$ cat src/rtl/ohm_div_mc.sv
// Multi-channel igniter-resistance divider: R = V*SCALE/I.
// One shared radix-4 restoring divider produces 2 quotient bits per cycle.
// Results are emitted as a tagged one-cycle pulse and latched per channel.
module ohm_div_mc #(
   parameter int N_CH     = 4,
   parameter int ADC_W    = 12,
   parameter int SCALE    = 42089,
   parameter int OUT_W    = 12,
   parameter int OUT_FRAC = 5,
   parameter int I_MIN    = 32,
   localparam int CH_W    = $clog2(N_CH)
) (
   input  logic                  clk,
   input  logic                  reset,
   input  logic                  in_valid,
   output logic                  in_ready,
   input  logic [CH_W-1:0]       in_ch,
   input  logic [ADC_W-1:0]      v_in,
   input  logic [ADC_W-1:0]      i_in,
   output logic                  out_valid,
   output logic [CH_W-1:0]       out_ch,
   output logic [OUT_W-1:0]      out_r,
   output logic                  out_lowi,
   output logic [N_CH*OUT_W-1:0] r_hold
);

   localparam int M       = ADC_W - 1;
   localparam int NUM_W   = M + 16;
   localparam int Q_W     = NUM_W + 3;
   localparam int DIV_CYC = (Q_W + 1) / 2;
   localparam int QP_W    = 2 * DIV_CYC;     // quotient padded to an even bit count
   localparam int R_W     = M + 3;           // width of the shifted partial remainder
   localparam int SHIFT   = 13 - OUT_FRAC;
   localparam int CNT_W   = $clog2(DIV_CYC);

   // ADC-format zero: sign clear, inverted magnitude all ones
   localparam logic [OUT_W-1:0] ZERO_ENC = {1'b0, {(OUT_W-1){1'b1}}};

   typedef enum logic [1:0] {S_IDLE, S_DIV, S_OUT} state_t;

   state_t                  state_q, state_d;
   logic [CNT_W-1:0]        cnt_q, cnt_d;
   logic [QP_W-1:0]         dvd_q, dvd_d;
   logic [QP_W-1:0]         quo_q, quo_d;
   logic [R_W-3:0]          rem_q, rem_d;
   logic [R_W-1:0]          d1_q, d1_d, d2_q, d2_d, d3_q, d3_d;
   logic [CH_W-1:0]         ch_q, ch_d;
   logic                    lowi_q, lowi_d;
   logic [CH_W-1:0]         out_ch_q, out_ch_d;
   logic [OUT_W-1:0]        out_r_q, out_r_d;
   logic                    out_lowi_q, out_lowi_d;
   logic [N_CH*OUT_W-1:0]   r_hold_q, r_hold_d;

   logic [M-1:0]            v_dec, i_dec;
   logic [NUM_W-1:0]        num;
   logic [R_W-1:0]          i_ext;
   logic [R_W-1:0]          t;
   logic [1:0]              digit;
   logic [R_W-3:0]          rem_nxt;
   logic [QP_W-1:0]         quo_nxt;
   logic [OUT_W-1:0]        r_new;

   // Negative voltage reads as zero; inverted magnitude bits
   function automatic logic [M-1:0] dec_v(input logic [ADC_W-1:0] x);
      if (x[ADC_W-1]) return '0;
      return x[M-1:0] ^ {M{1'b1}};
   endfunction

   // Negative or zero current is clamped to 1 so the divisor is never zero
   function automatic logic [M-1:0] dec_i(input logic [ADC_W-1:0] x);
      if (x[ADC_W-1] || (x[M-1:0] == {M{1'b1}})) return M'(1);
      return x[M-1:0] ^ {M{1'b1}};
   endfunction

   // Drop extra fractional bits and saturate to the output magnitude range
   function automatic logic [OUT_W-2:0] sat_mag(input logic [QP_W-1:0] q);
      logic [QP_W-1:0] s;
      s = q >> SHIFT;
      if (s > QP_W'((2 ** (OUT_W - 1)) - 1)) return '1;
      return s[OUT_W-2:0];
   endfunction

   // One radix-4 step: pick the largest multiple of I that fits
   always_comb begin
      t       = {rem_q, dvd_q[QP_W-1 -: 2]};
      digit   = 2'd0;
      rem_nxt = rem_q;
      if (t >= d3_q) begin
         digit   = 2'd3;
         rem_nxt = (R_W-2)'(t - d3_q);
      end else if (t >= d2_q) begin
         digit   = 2'd2;
         rem_nxt = (R_W-2)'(t - d2_q);
      end else if (t >= d1_q) begin
         digit   = 2'd1;
         rem_nxt = (R_W-2)'(t - d1_q);
      end else begin
         rem_nxt = (R_W-2)'(t);
      end
      quo_nxt = (quo_q << 2) | QP_W'(digit);
      r_new   = lowi_q ? ZERO_ENC : {1'b0, sat_mag(quo_nxt) ^ {(OUT_W-1){1'b1}}};
   end

   // Next-state, operand capture and result/hold update
   always_comb begin
      state_d    = state_q;
      cnt_d      = cnt_q;
      dvd_d      = dvd_q;
      quo_d      = quo_q;
      rem_d      = rem_q;
      d1_d       = d1_q;
      d2_d       = d2_q;
      d3_d       = d3_q;
      ch_d       = ch_q;
      lowi_d     = lowi_q;
      out_ch_d   = out_ch_q;
      out_r_d    = out_r_q;
      out_lowi_d = out_lowi_q;
      r_hold_d   = r_hold_q;
      v_dec      = dec_v(v_in);
      i_dec      = dec_i(i_in);
      num        = NUM_W'(v_dec) * NUM_W'(SCALE);
      i_ext      = R_W'(i_dec);
      case (state_q)
         S_IDLE: begin
            if (in_valid) begin
               state_d = S_DIV;
               cnt_d   = '0;
               dvd_d   = QP_W'({num, 3'b000});
               quo_d   = '0;
               rem_d   = '0;
               d1_d    = i_ext;
               d2_d    = i_ext << 1;
               d3_d    = i_ext + (i_ext << 1);
               ch_d    = in_ch;
               lowi_d  = (32'(i_dec) <= I_MIN);
            end
         end
         S_DIV: begin
            dvd_d = dvd_q << 2;
            quo_d = quo_nxt;
            rem_d = rem_nxt;
            cnt_d = cnt_q + CNT_W'(1);
            if (cnt_q == CNT_W'(DIV_CYC - 1)) begin
               state_d    = S_OUT;
               out_ch_d   = ch_q;
               out_r_d    = r_new;
               out_lowi_d = lowi_q;
               if (32'(ch_q) < N_CH) r_hold_d[int'(ch_q)*OUT_W +: OUT_W] = r_new;
            end
         end
         S_OUT:   state_d = S_IDLE;
         default: state_d = S_IDLE;
      endcase
   end

   // Control and visible result registers, cleared by reset
   always_ff @(posedge clk) begin
      if (reset) begin
         state_q    <= S_IDLE;
         out_ch_q   <= '0;
         out_r_q    <= ZERO_ENC;
         out_lowi_q <= 1'b0;
         r_hold_q   <= {N_CH{ZERO_ENC}};
      end else begin
         state_q    <= state_d;
         out_ch_q   <= out_ch_d;
         out_r_q    <= out_r_d;
         out_lowi_q <= out_lowi_d;
         r_hold_q   <= r_hold_d;
      end
   end

   // Divider datapath registers, only meaningful while a division is running
   always_ff @(posedge clk) begin
      cnt_q  <= cnt_d;
      dvd_q  <= dvd_d;
      quo_q  <= quo_d;
      rem_q  <= rem_d;
      d1_q   <= d1_d;
      d2_q   <= d2_d;
      d3_q   <= d3_d;
      ch_q   <= ch_d;
      lowi_q <= lowi_d;
   end

   assign in_ready  = (state_q == S_IDLE);
   assign out_valid = (state_q == S_OUT);
   assign out_ch    = out_ch_q;
   assign out_r     = out_r_q;
   assign out_lowi  = out_lowi_q;
   assign r_hold    = r_hold_q;

endmodule
$ cat config.mk
export PLATFORM = sky130hd
export DESIGN_NAME = ohm_div_mc
export DESIGN_NICKNAME = d
export VERILOG_FILES = /design/src/rtl/ohm_div_mc.sv
export SDC_FILE = /design/constraint.sdc
export NUM_CORES = 1
export LEC_CHECK = 0
export CORE_UTILIZATION = 40
export DETAILED_ROUTE_END_ITERATION = 6
export DONT_BUFFER_PORTS = 1
export PLACE_DENSITY = 0.51
export SYNTH_ARGS = -nofsm -noshare
export SYNTH_HDL_FRONTEND = slang
export SYNTH_SLANG_ARGS = --single-unit
$ cat constraint.sdc
create_clock -name clk -period 13.45 [get_ports clk]
set_clock_uncertainty 0.2 [all_clocks]
set_input_delay 2.69 -clock clk [delete_from_list [all_inputs] [get_ports clk]]
set_output_delay 2.69 -clock clk [all_outputs]
set_load 0.01 [all_outputs]
==> impl_results.md, run 1 <==
* Status: complete, no violations
* Die Height at 173 um
* Final Wtd Congestion at 0.853
* Crit Path Max Fanout at 39
* CTS Buffer Depth at 2
* R2R cell count at 6
* # IOs at 94
* Worst-Skew Late Latency at 0.43 ns
* DRT iter0 DRCs at around 490
* Fillers at 2856
* Critical path class: input port to flip-flop
* Fraction of layout cells with a size suffix above 1 at 0.0665
* Fin Setup TNS at 0 ns
* Largest net degree at the start of global routing at just over 70
* DR vias/cell at roughly 5.4
* Crit Reg-Reg Startpoint: ch_q[0]$_DFFE_PP_
* Synth Net Count at 1422
* Initial antenna violation count at 0
* CTS tree: built
* Nets at 1386
* First-pass GRT wire length at 43900 um
* WHS Path Cells at 2
* Final Hold Viols at 0
* Synth Area per Inst at ~9.6 um^2
* Synthesized flop and latch total at 161
* Clock transition at path regs at 0.07 ns
* Root Buffer: clkbuf_16
* Largest family of logic cells by synthesized area: adder cells
* XOR/XNOR Fraction of Synth Area at 0.0471
* Vias in the first global route at 8100
* Hpwl dp at 20000 um
* RSZ-0062 raised after global routing: no
* Max incr delay on CP at about 0.52 ns
* Leak Pwr at between 5 and 6 nW
* # port buffers at 0
* Full die area at 30000 um^2
* Post-Synth Adder-Cell Area at 0.197
* YS warnings at 0
* Max cap viols at 0
* Post_cts resized at 0
* Crit-path cells: nor2_1 > ha_1 > fa_1 > fa_1 > inv_1 > fa_1 > inv_1 > fa_1 > inv_1 > ha_1 > inv_1 > nor2_1 > nand4_1 > a21boi_0 > o211ai_1 > a211oi_1 > a211oi_1
* PwrDens at 141 nW/um^2
* Post-route ant nets at 0
* Max-slew headroom at 0.280
* Overall global routing resource usage at 0.182
* Crit path DAT at 7.10 ns
* Post-synthesis mux area share at 0.0110
* Post-CTS Hold Buffers at 0
* Fin cells at 1587
* Total clock sinks at around 160
* Crit end category: flip-flop
* First-pass detailed-route iteration total at 5
* Overflow after GRT at 0
* Starting Density at 0.407
* Peak supply drop at 0.0000874 V
* Synth Instances at 1226
* Max Fclk at 140 MHz
* Ant diodes at 0
* Area Growth Syn to Fin at 7.62%
* Final setup violation count at 0
* Area fraction in compound gates after synthesis at 0.181
* Via Count at 8567
* Tightest Pin Transition at approximately 1.1 ns
* Yosys cell types at 70
* Row cnt at just over 60
* CP Data Required Time at 13.42 ns
* CTS H-tree lvls at 4
* Register area share after synthesis at 0.358
* CTS Buf Count at 17
* Cell area after synthesis at 11700 um^2
* Simple-Gate Fraction of Synth Area at 0.152
* Postcts setup bufs at 0
* # DRC at 0
* CP delay by family, top: adder cells
* Final period utilization at 0.530
* CP max-delay cell: fa_1
* Final Total Pwr at 1.78 mW
* Die X at 173 um
* Crit. Startpoint: v_in[11]
* Startpoint types: input port
* Number of synthesized flops with an enable pin at 97
* Placed cells at around 1600
* Instance count on the critical path at 17
* Worst Hold Class: flip-flop to flip-flop
* Max-slew violations at 0
* Hold_sp: out_ch[0]$_SDFFE_PP0P_
* Core area at 28800 um^2
* Crit path time final at 7.13 ns
* Top FF cell, synth: edfxtp_1
* DR WL/cell at 17.0 um
* Fraction of registers with async set/reset at 0
* Sum of buffers and inverters on the critical path at 4
* Routed WL at 26900 um
synthesized netlist by cell type (all sizes together), types with 11 or more instances:
cell type / number / area share
a211o: 12 / 0.0090
a211oi: 16 / 0.011
a21o: 32 / 0.020
a21oi: 80 / 0.034
a221o: 41 / 0.035
and2: 20 / 0.011
buf: 15 / 0.0060
clkbuf: 43 / 0.014
dfxtp: 64 / 0.11
edfxtp: 97 / 0.25
fa: 30 / 0.051
ha: 137 / 0.15
inv: 104 / 0.033
nand2: 78 / 0.025
nand2b: 17 / 0.0091
nand3: 27 / 0.012
nand4: 11 / 0.0059
nor2: 106 / 0.035
nor2b: 11 / 0.0059
nor3: 32 / 0.014
o211ai: 14 / 0.0090
o21ai: 41 / 0.017
or2: 19 / 0.010
or3: 11 / 0.0063
xnor2: 35 / 0.026
xor2: 28 / 0.021
report_power, final:
part / switching, mW / internal [mW]
clock network: 0.246 / 0.255
registers: 0.0355 / 0.595
logic: 0.381 / 0.270
total: 0.663 / 1.12
logic make-up after synthesis:
logic type / after synthesis
AND/OR/NAND/NOR: 362
AO/OA/AOI/OAI: 298
adder cells (fa/ha/maj): 167
buffers and inverters: 162
flip-flops: 161
XOR/XNOR: 63
multiplexers: 12
other: 1
metrics by stage:
step                      hold WS (ns)   util  worst slack [ns]  cell area [um^2]
after global routing             0.340  0.438              6.02             12600
after floorplan                  0.281      -              6.16             11700
after global placement           0.300  0.417              6.05             12000
after detailed placement         0.303  0.417              5.93             12000
after CTS                        0.313  0.438              6.36             12600
final                            0.310  0.438              6.32             12600
layer usage:
layer	wire length, um	up-vias	GRT usage
met1	13800	4016	0.266
met5	0	-	0
li1	-	4351	-
met4	300	0	0.0424
met3	985	20	0.0314
met2	11900	180	0.279
cells in the final DEF (no fill, tap or decap), types with 32 or more instances in the layout:
cell      Yosys  final
o21ai_0      41     41
a221o_1      41     41
inv_1       104    104
xnor2_1      35     35
nand2_1      78     77
ha_1        137    137
edfxtp_1     97     97
dfxtp_1      64     64
a21oi_1      79     79
nor2_1      103    103
a21o_1       32     32
sequential cells by signal (all words and copies together), names as in the netlist, 2 cells and up:
signal / flops
ch_q: 2
cnt_q: 4
d1_q: 10
d3_q: 13
dvd_q: 27
out_ch: 2
out_r: 11
quo_q: 28
r_hold: 48
rem_q: 12
state_q: 2
path summary, 6_finish.rpt:
check                                                to  slack, ns
worst max register to register  r_hold[24]$_SDFFE_PP1P_       9.52
worst min-delay path             out_ch[0]$_SDFFE_PP0P_       0.31
worst min register to register   out_ch[0]$_SDFFE_PP0P_       0.31
worst max-delay path                dvd_q[27]$_DFFE_PP_       6.32
worst min-delay path, stage by stage, from the launching register on:
cell,delay (ns)
dfxtp_1,0.35
nand2_1,0.07
a21oi_1,0.05
final cells by class:
cell class	count	area [um^2]	area share
clock buffer	17	425	0.0337
clock inverter	15	179	0.0142
inverter	104	390	0.0309
multi-input combinational	903	6930	0.549
sequential	161	4190	0.332
tap	384	480	0.0381
timing repair buffer	3	22.5	0.00178
(Power assumes the default switching activity.)
==> run 2, diff against run 1 <==
PLACE_DENSITY = 0.53   (was 0.51)
clock period = 5.9 ns   (was 13.45 ns; I/O delays follow)
==> run 2 against run 1 <==
  * Critical path depth rose by 2
  * Setup slack got worse by 5.8 ns
  * Utilization rose by 0.057 points
  * First-iteration DRC count fell by 17%
  * Die area did not move
==> impl_results.md, run 2 (synthesis results as in run 1) <==
* Status: complete, no violations (unchanged)
* Worst hold slack at 0.307 ns (was 0.310 ns)
* Gate power share at 0.368 (was 0.365)
* Reg power frac at 0.356 (was 0.354)
* Overflow after GRT at 0 (unchanged)
* Row cnt at 62 (unchanged)
* CP delay by family, top: adder cells (unchanged)
* RSZ-0062 raised after global routing: no (unchanged)
* Post_cts resized at 0 (unchanged)
* Commonest non-fill, non-tap cell in the layout: ha_1 (unchanged)
* Crit-path cells: nor2_1 > inv_1 > ha_1 > fa_1 > fa_1 > inv_1 > fa_1 > inv_1 > fa_1 > inv_1 > ha_1 > inv_1 > a21oi_1 > nor2_1 > a21boi_0 > buf_4 > o211ai_1 > a211oi_1 > a211oi_1 (was nor2_1 > ha_1 > fa_1 > fa_1 > inv_1 > fa_1 > inv_1 > fa_1 > inv_1 > ha_1 > inv_1 > nor2_1 > nand4_1 > a21boi_0 > o211ai_1 > a211oi_1 > a211oi_1)
* Most frequent cells in the layout: ha_1 (137), inv_1 (104), nor2_1 (103) (unchanged)
* Initial antenna violation count at 0 (unchanged)
* Fillers at 2818 (was 2856)
* Final period utilization at 0.920
* CP Data Required Time at 5.96 ns (was 13.42 ns)
* Routed WL at 27000 um (was 26900 um)
* Overall global routing resource usage at 0.180 (was 0.182)
* CP max-delay cell: fa_1 (unchanged)
* Fin Setup TNS at 0 ns (unchanged)
* Postcts setup bufs at 0 (unchanged)
* Clock transition at path regs at 0.07 ns (about the same)
* Sw Ratio at 0.364 (was 0.372)
* Worst-Skew Late Latency at 0.43 ns (about the same)
* Post-route ant nets at 0 (unchanged)
* DRT iter0 DRCs at 407 (was 492)
* Placed cells at 1558 (was 1555)
* Placed cell area at 12000 um^2 (about the same)
* Starting Density at 0.407 (unchanged)
* Worst Slack Setup Final at 0.471 ns (was 6.32 ns)
* Via Count at 8626 (was 8567)
* CTS tree: built (unchanged)
* Max-slew headroom at 0.272 (was 0.280)
* # IOs at 94 (unchanged)
* Ant diodes at 0 (unchanged)
* Post-CTS Hold Buffers at 0 (unchanged)
* Final design utilization at 0.439 (was 0.438)
* Die X at 173 um (unchanged)
* PwrDens at 320 nW/um^2 (was 141 nW/um^2)
* DR vias/cell at 5.43 (was 5.40)
* Nets at 1389 (was 1386)
* Area Growth Syn to Fin at 7.76% (was 7.62%)
* # port buffers at 0 (unchanged)
* Crit path time final at 5.43 ns
* Final instance area at 12600 um^2 (about the same)
* Crit end category: flip-flop (unchanged)
* Final Wtd Congestion at 0.844 (was 0.853)
* First-pass detailed-route iteration total at 5 (unchanged)
* Max Fclk at approximately 180 MHz
* Cell Int Power at 2.58 mW (was 1.12 mW)
* DR WL/cell at 17.0 um (about the same)
* Crit path DAT at 5.48 ns (was 7.10 ns)
* Leak Pwr at 5.50 nW (was 5.47 nW)
* Number of flip-flops in the largest register at 48 (unchanged)
* Peak supply drop at 0.000204 V (was 0.0000874 V)
* Root Buffer: clkbuf_16 (unchanged)
* Post-place setup slack at 0.0863 ns (was 5.93 ns)
* Critical path class: input port to flip-flop (unchanged)
* Sum of buffers and inverters on the critical path at 6 (was 4)
* Core area at 28800 um^2 (unchanged)
* CTS Buf Count at 17 (unchanged)
* Hpwl dp at 20300 um (was 20000 um)
* Vias in the first global route at 8147 (was 8100)
* Crit Path Max Fanout at 39 (unchanged)
* Switching Power at 1.47 mW (was 663 uW)
* Largest net degree at the start of global routing at 72 (unchanged)
* First-pass GRT wire length at 43400 um (was 43900 um)
* Clock power frac at 0.276 (was 0.281)
* # DRC at 0 (unchanged)
* CTS H-tree lvls at 4 (unchanged)
* Final Hold Viols at 0 (unchanged)
* Max-slew violations at 0 (unchanged)
* Total clock sinks at 161 (unchanged)
* CTS Buffer Depth at 2 (unchanged)
* Fraction of layout cells with a size suffix above 1 at 0.0688 (was 0.0665)
* Fin cells at 1590 (was 1587)
* Full die area at 30000 um^2 (unchanged)
* Max incr delay on CP at 0.52 ns (about the same)
* Most used cell, CP: inv_1
* Die Height at 173 um (unchanged)
* Startpoint types: input port (unchanged)
* Final setup violation count at 0 (unchanged)
* Max cap viols at 0 (unchanged)
* Worst Hold Class: flip-flop to flip-flop (unchanged)
* Tightest Pin Transition at 1.09 ns (was 1.08 ns)
* Final Total Pwr at 4.05 mW (was 1.78 mW)
-- run 2: cell types whose count changed in the layout (fill, tap and decap cells not counted) --
cell        previous run  this run
buf_4                  3         6
clkbuf_8               0         1
clkinvlp_4             2         0
clkinv_4               1         2
inv_8                  5         3
inv_12                 3         0
inv_4                  0         1
inv_6                  2         5
clkbuf_16             17        18
-- run 2: power groups by stage --
stage	registers (mW)	clock network, mW	logic, mW
6_report	1.44	1.12	1.49
5_1_grt	1.46	1.18	1.67
4_1_cts	1.44	1.13	1.49
3_5_place_dp	1.46	0	1.48
3_3_place_gp	1.46	0	1.48
2_1_floorplan	1.43	0	1.20
-- run 2: area by class of cell --
type | instances | area (um^2) | share of cell area
multi-input combinational | 903 | 6930 | 0.548
sequential | 161 | 4190 | 0.332
tap | 384 | 480 | 0.0380
clock buffer | 19 | 464 | 0.0367
inverter | 104 | 390 | 0.0309
clock inverter | 13 | 134 | 0.0106
timing repair buffer | 6 | 45.0 | 0.00356
-- run 2: layer usage --
metal	wire, um	part of all wire	track usage	vias to the layer above
met2	11900	0.44	0.279	184
met1	13600	0.50	0.260	4064
met3	1230	0.045	0.0329	20
met5	0	0	0	-
li1	-	-	-	4358
met4	274	0.010	0.0417	0
-- run 2: worst min-delay path: cells and delay by family, from the launching register on --
family / cells / cell delay (ns)
AO/OA/AOI/OAI: 1 / 0.06
flip-flops: 1 / 0.34
AND/OR/NAND/NOR: 1 / 0.07
-- run 2: final timing paths --
kind / cells past startpoint / slack (ns) / endpoint / from
min: 2 / 0.31 / out_ch[1]$_SDFFE_PP0P_ / out_ch[1]$_SDFFE_PP0P_
max reg2reg: 10 / 2.07 / rem_q[4]$_SDFFCE_PN0P_ / dvd_q[28]$_DFFE_PP_
min reg2reg: 2 / 0.31 / out_ch[1]$_SDFFE_PP0P_ / out_ch[1]$_SDFFE_PP0P_
max: 19 / 0.47 / dvd_q[27]$_DFFE_PP_ / v_in[11]
==> run 3, diff against run 2 <==
CORE_UTILIZATION = 30   (was 40)
PLACE_DENSITY = 0.42   (was 0.53)
SKIP_CTS_REPAIR_TIMING = 1   (was unset)
clock period = 4.35 ns   (was 5.9 ns; I/O delays follow)
==> run 3 against run 2 <==
  * Worst hold slack worse by 0.019 ns
  * The run now ends with setup timing left
  * Critical path depth fell by 3
  * Sequential power up 35%
  * Clock power grew 38%
  * First-iteration DRC count increased by 18%
  * Cell area is 8.7% higher
  * Setup slack got worse by 0.82 ns
  * Flip-flop and latch count did not move
  * Largest power group unchanged
  * Cell count rose by 14%
  * Total power up 46%
  * Utilization down 8.3 points
  * Critical path type unchanged
==> impl_results.md, run 3 (synthesis results as in run 1) <==
* Overall global routing resource usage at 0.160 (was 0.180)
* Initial antenna violation count at 0 (unchanged)
* Crit Path Max Fanout at 8 (was 39)
* CTS tree: built (unchanged)
* Crit path time final at 4.70 ns
* Placed cells at 1772 (was 1558)
* Full die area at 39900 um^2 (was 30000 um^2)
* Critical path class: input port to flip-flop (unchanged)
* Worst Slack Setup Final at -0.346 ns (was 0.471 ns)
* Root Buffer: clkbuf_16 (unchanged)
* Row cnt at 72 (was 62)
* CTS H-tree lvls at 4 (unchanged)
* GR Util met3 at 0.0294 (was 0.0329)
* CP max-delay cell: fa_1 (unchanged)
* Overflow after GRT at 0 (unchanged)
* Tightest Pin Transition at 1.04 ns (was 1.09 ns)
* Worst-Skew Late Latency at 0.46 ns (was 0.43 ns)
* Status: finished with violations (was complete, no violations)
* Total clock sinks at 161 (unchanged)
* # port buffers at 0 (unchanged)
* Startpoint types: input port (unchanged)
* Leak Pwr at 5.92 nW (was 5.50 nW)
* Number of flip-flops in the largest register at 48 (unchanged)
* Final Total Pwr at 5.89 mW (was 4.05 mW)
* First-pass detailed-route iteration total at 5 (unchanged)
* Ant diodes at 0 (unchanged)
* Max incr delay on CP at 0.51 ns (was 0.52 ns)
* Max-slew violations at 0 (unchanged)
* Via Count at 8987 (was 8626)
* Met2 Resource Use GR at 0.248 (was 0.279)
* DRT iter0 DRCs at 481 (was 407)
* RSZ-0062 raised after global routing: yes (was no)
* Worst Hold Class: input port to flip-flop (was flip-flop to flip-flop)
* CP Data Required Time at 4.35 ns (was 5.96 ns)
* Violated checks: setup timing
* Vias in the first global route at 8684 (was 8147)
* Starting Density at 0.304 (was 0.407)
* Largest net degree at the start of global routing at 72 (unchanged)
* Routed WL at 31100 um (was 27000 um)
* DR WL/cell at 17.2 um (was 17.0 um)
* Fin cells at 1807 (was 1590)
* First-pass GRT wire length at 49100 um (was 43400 um)
* PwrDens at 429 nW/um^2 (was 320 nW/um^2)
* Crit end category: flip-flop (unchanged)
* Hpwl dp at 23500 um (was 20300 um)
* CTS Buffer Depth at 2 (unchanged)
* Fin Setup TNS at -2.41 ns (was 0 ns)
* Post-route ant nets at 0 (unchanged)
* Most used cell, CP: fa_1 (was inv_1)
* CTS Buf Count at 17 (unchanged)
* Most frequent cells in the layout: ha_1 (128), inv_1 (98), nor2_1 (97), edfxtp_1 (97), buf_4 (88) (was ha_1 (137), inv_1 (104), nor2_1 (103))
* Met1 Track Usage GR at 0.225 (was 0.260)
* Commonest non-fill, non-tap cell in the layout: ha_1 (unchanged)
* Final Hold Viols at 0 (unchanged)
* Crit-path cells: or3_4 > fa_1 > fa_1 > inv_2 > fa_1 > inv_2 > fa_1 > inv_2 > ha_4 > inv_4 > nor2_2 > nand4_1 > a21boi_2 > o211ai_1 > a211oi_1 > a211oi_1 (was nor2_1 > inv_1 > ha_1 > fa_1 > fa_1 > inv_1 > fa_1 > inv_1 > fa_1 > inv_1 > ha_1 > inv_1 > a21oi_1 > nor2_1 > a21boi_0 > buf_4 > o211ai_1 > a211oi_1 > a211oi_1)
* Core area at 38600 um^2 (was 28800 um^2)
* Die X at 200 um (was 173 um)
* Clock transition at path regs at 0.07 ns (about the same)
* Fraction of layout cells with a size suffix above 1 at 0.164 (was 0.0688)
* Final period utilization at 1.08
* Nets at 1473 (was 1389)
* Crit path DAT at 4.69 ns (was 5.48 ns)
* CP delay by family, top: adder cells (unchanged)
* Area Growth Syn to Fin at 17.1% (was 7.76%)
* Max cap viols at 0 (unchanged)
* Grt peak-use layer: met2 (unchanged)
* Max-slew headroom at 0.305 (was 0.272)
* Max Fclk at 213 MHz
* Final setup violation count at 12 (was 0)
* Die Height at 200 um (was 173 um)
* Peak supply drop at 0.000158 V (was 0.000204 V)
* # DRC at 0 (unchanged)
* Sum of buffers and inverters on the critical path at 4 (was 6)
* DR vias/cell at 4.97 (was 5.43)
* # IOs at 94 (unchanged)
* Final Wtd Congestion at 0.791 (was 0.844)
==> run 3: area by class of cell <==
| class | count | area (um^2) |
|---|---|---|
| tap | 518 | 648 |
| inverter | 104 | 393 |
| clock inverter | 6 | 36.3 |
| fill | 4024 | 24800 |
| clock buffer | 25 | 562 |
| sequential | 161 | 4190 |
| multi-input combinational | 903 | 7220 |
| timing repair buffer | 90 | 683 |
==> run 3: per-layer routing <==
layer  share of wire  wire length, um
met3           0.039             1200
met5               0                0
met1            0.51            15700
met2            0.44            13700
met4           0.015              459
==> run 3: final timing paths <==
check	from	to	slack, ns	depth (start not counted)
worst min register to register	out_ch[0]$_SDFFE_PP0P_	out_ch[0]$_SDFFE_PP0P_	0.29	2
worst max-delay path	v_in[9]	dvd_q[27]$_DFFE_PP_	-0.35	16
worst max register to register	dvd_q[28]$_DFFE_PP_	rem_q[8]$_SDFFCE_PN0P_	0.53	11
worst min-delay path	reset	out_ch[1]$_SDFFE_PP0P_	0.29	1
==> run 3: where the power goes <==
| group | internal (mW) | total, mW | switching [mW] | leakage (nW) |
|---|---|---|---|---|
| registers | 1.84 | 1.95 | 0.105 | 1.50 |
| logic | 1.07 | 2.40 | 1.32 | 4.13 |
| clock network | 0.897 | 1.54 | 0.647 | 0.299 |
==> run 3: through the flow <==
| step | hold WS, ns | setup WS [ns] | utilization | area, um^2 |
|---|---|---|---|---|
| CTS | 0.255 | -0.433 | 0.352 | 13600 |
| detailed placement | 0.293 | -0.925 | 0.337 | 13000 |
| global route | 0.267 | -0.526 | 0.356 | 13700 |
| global placement | 0.290 | -0.830 | 0.337 | 13000 |
| floorplan | 0.281 | -0.788 | - | 12000 |
| finish | 0.289 | -0.346 | 0.356 | 13700 |
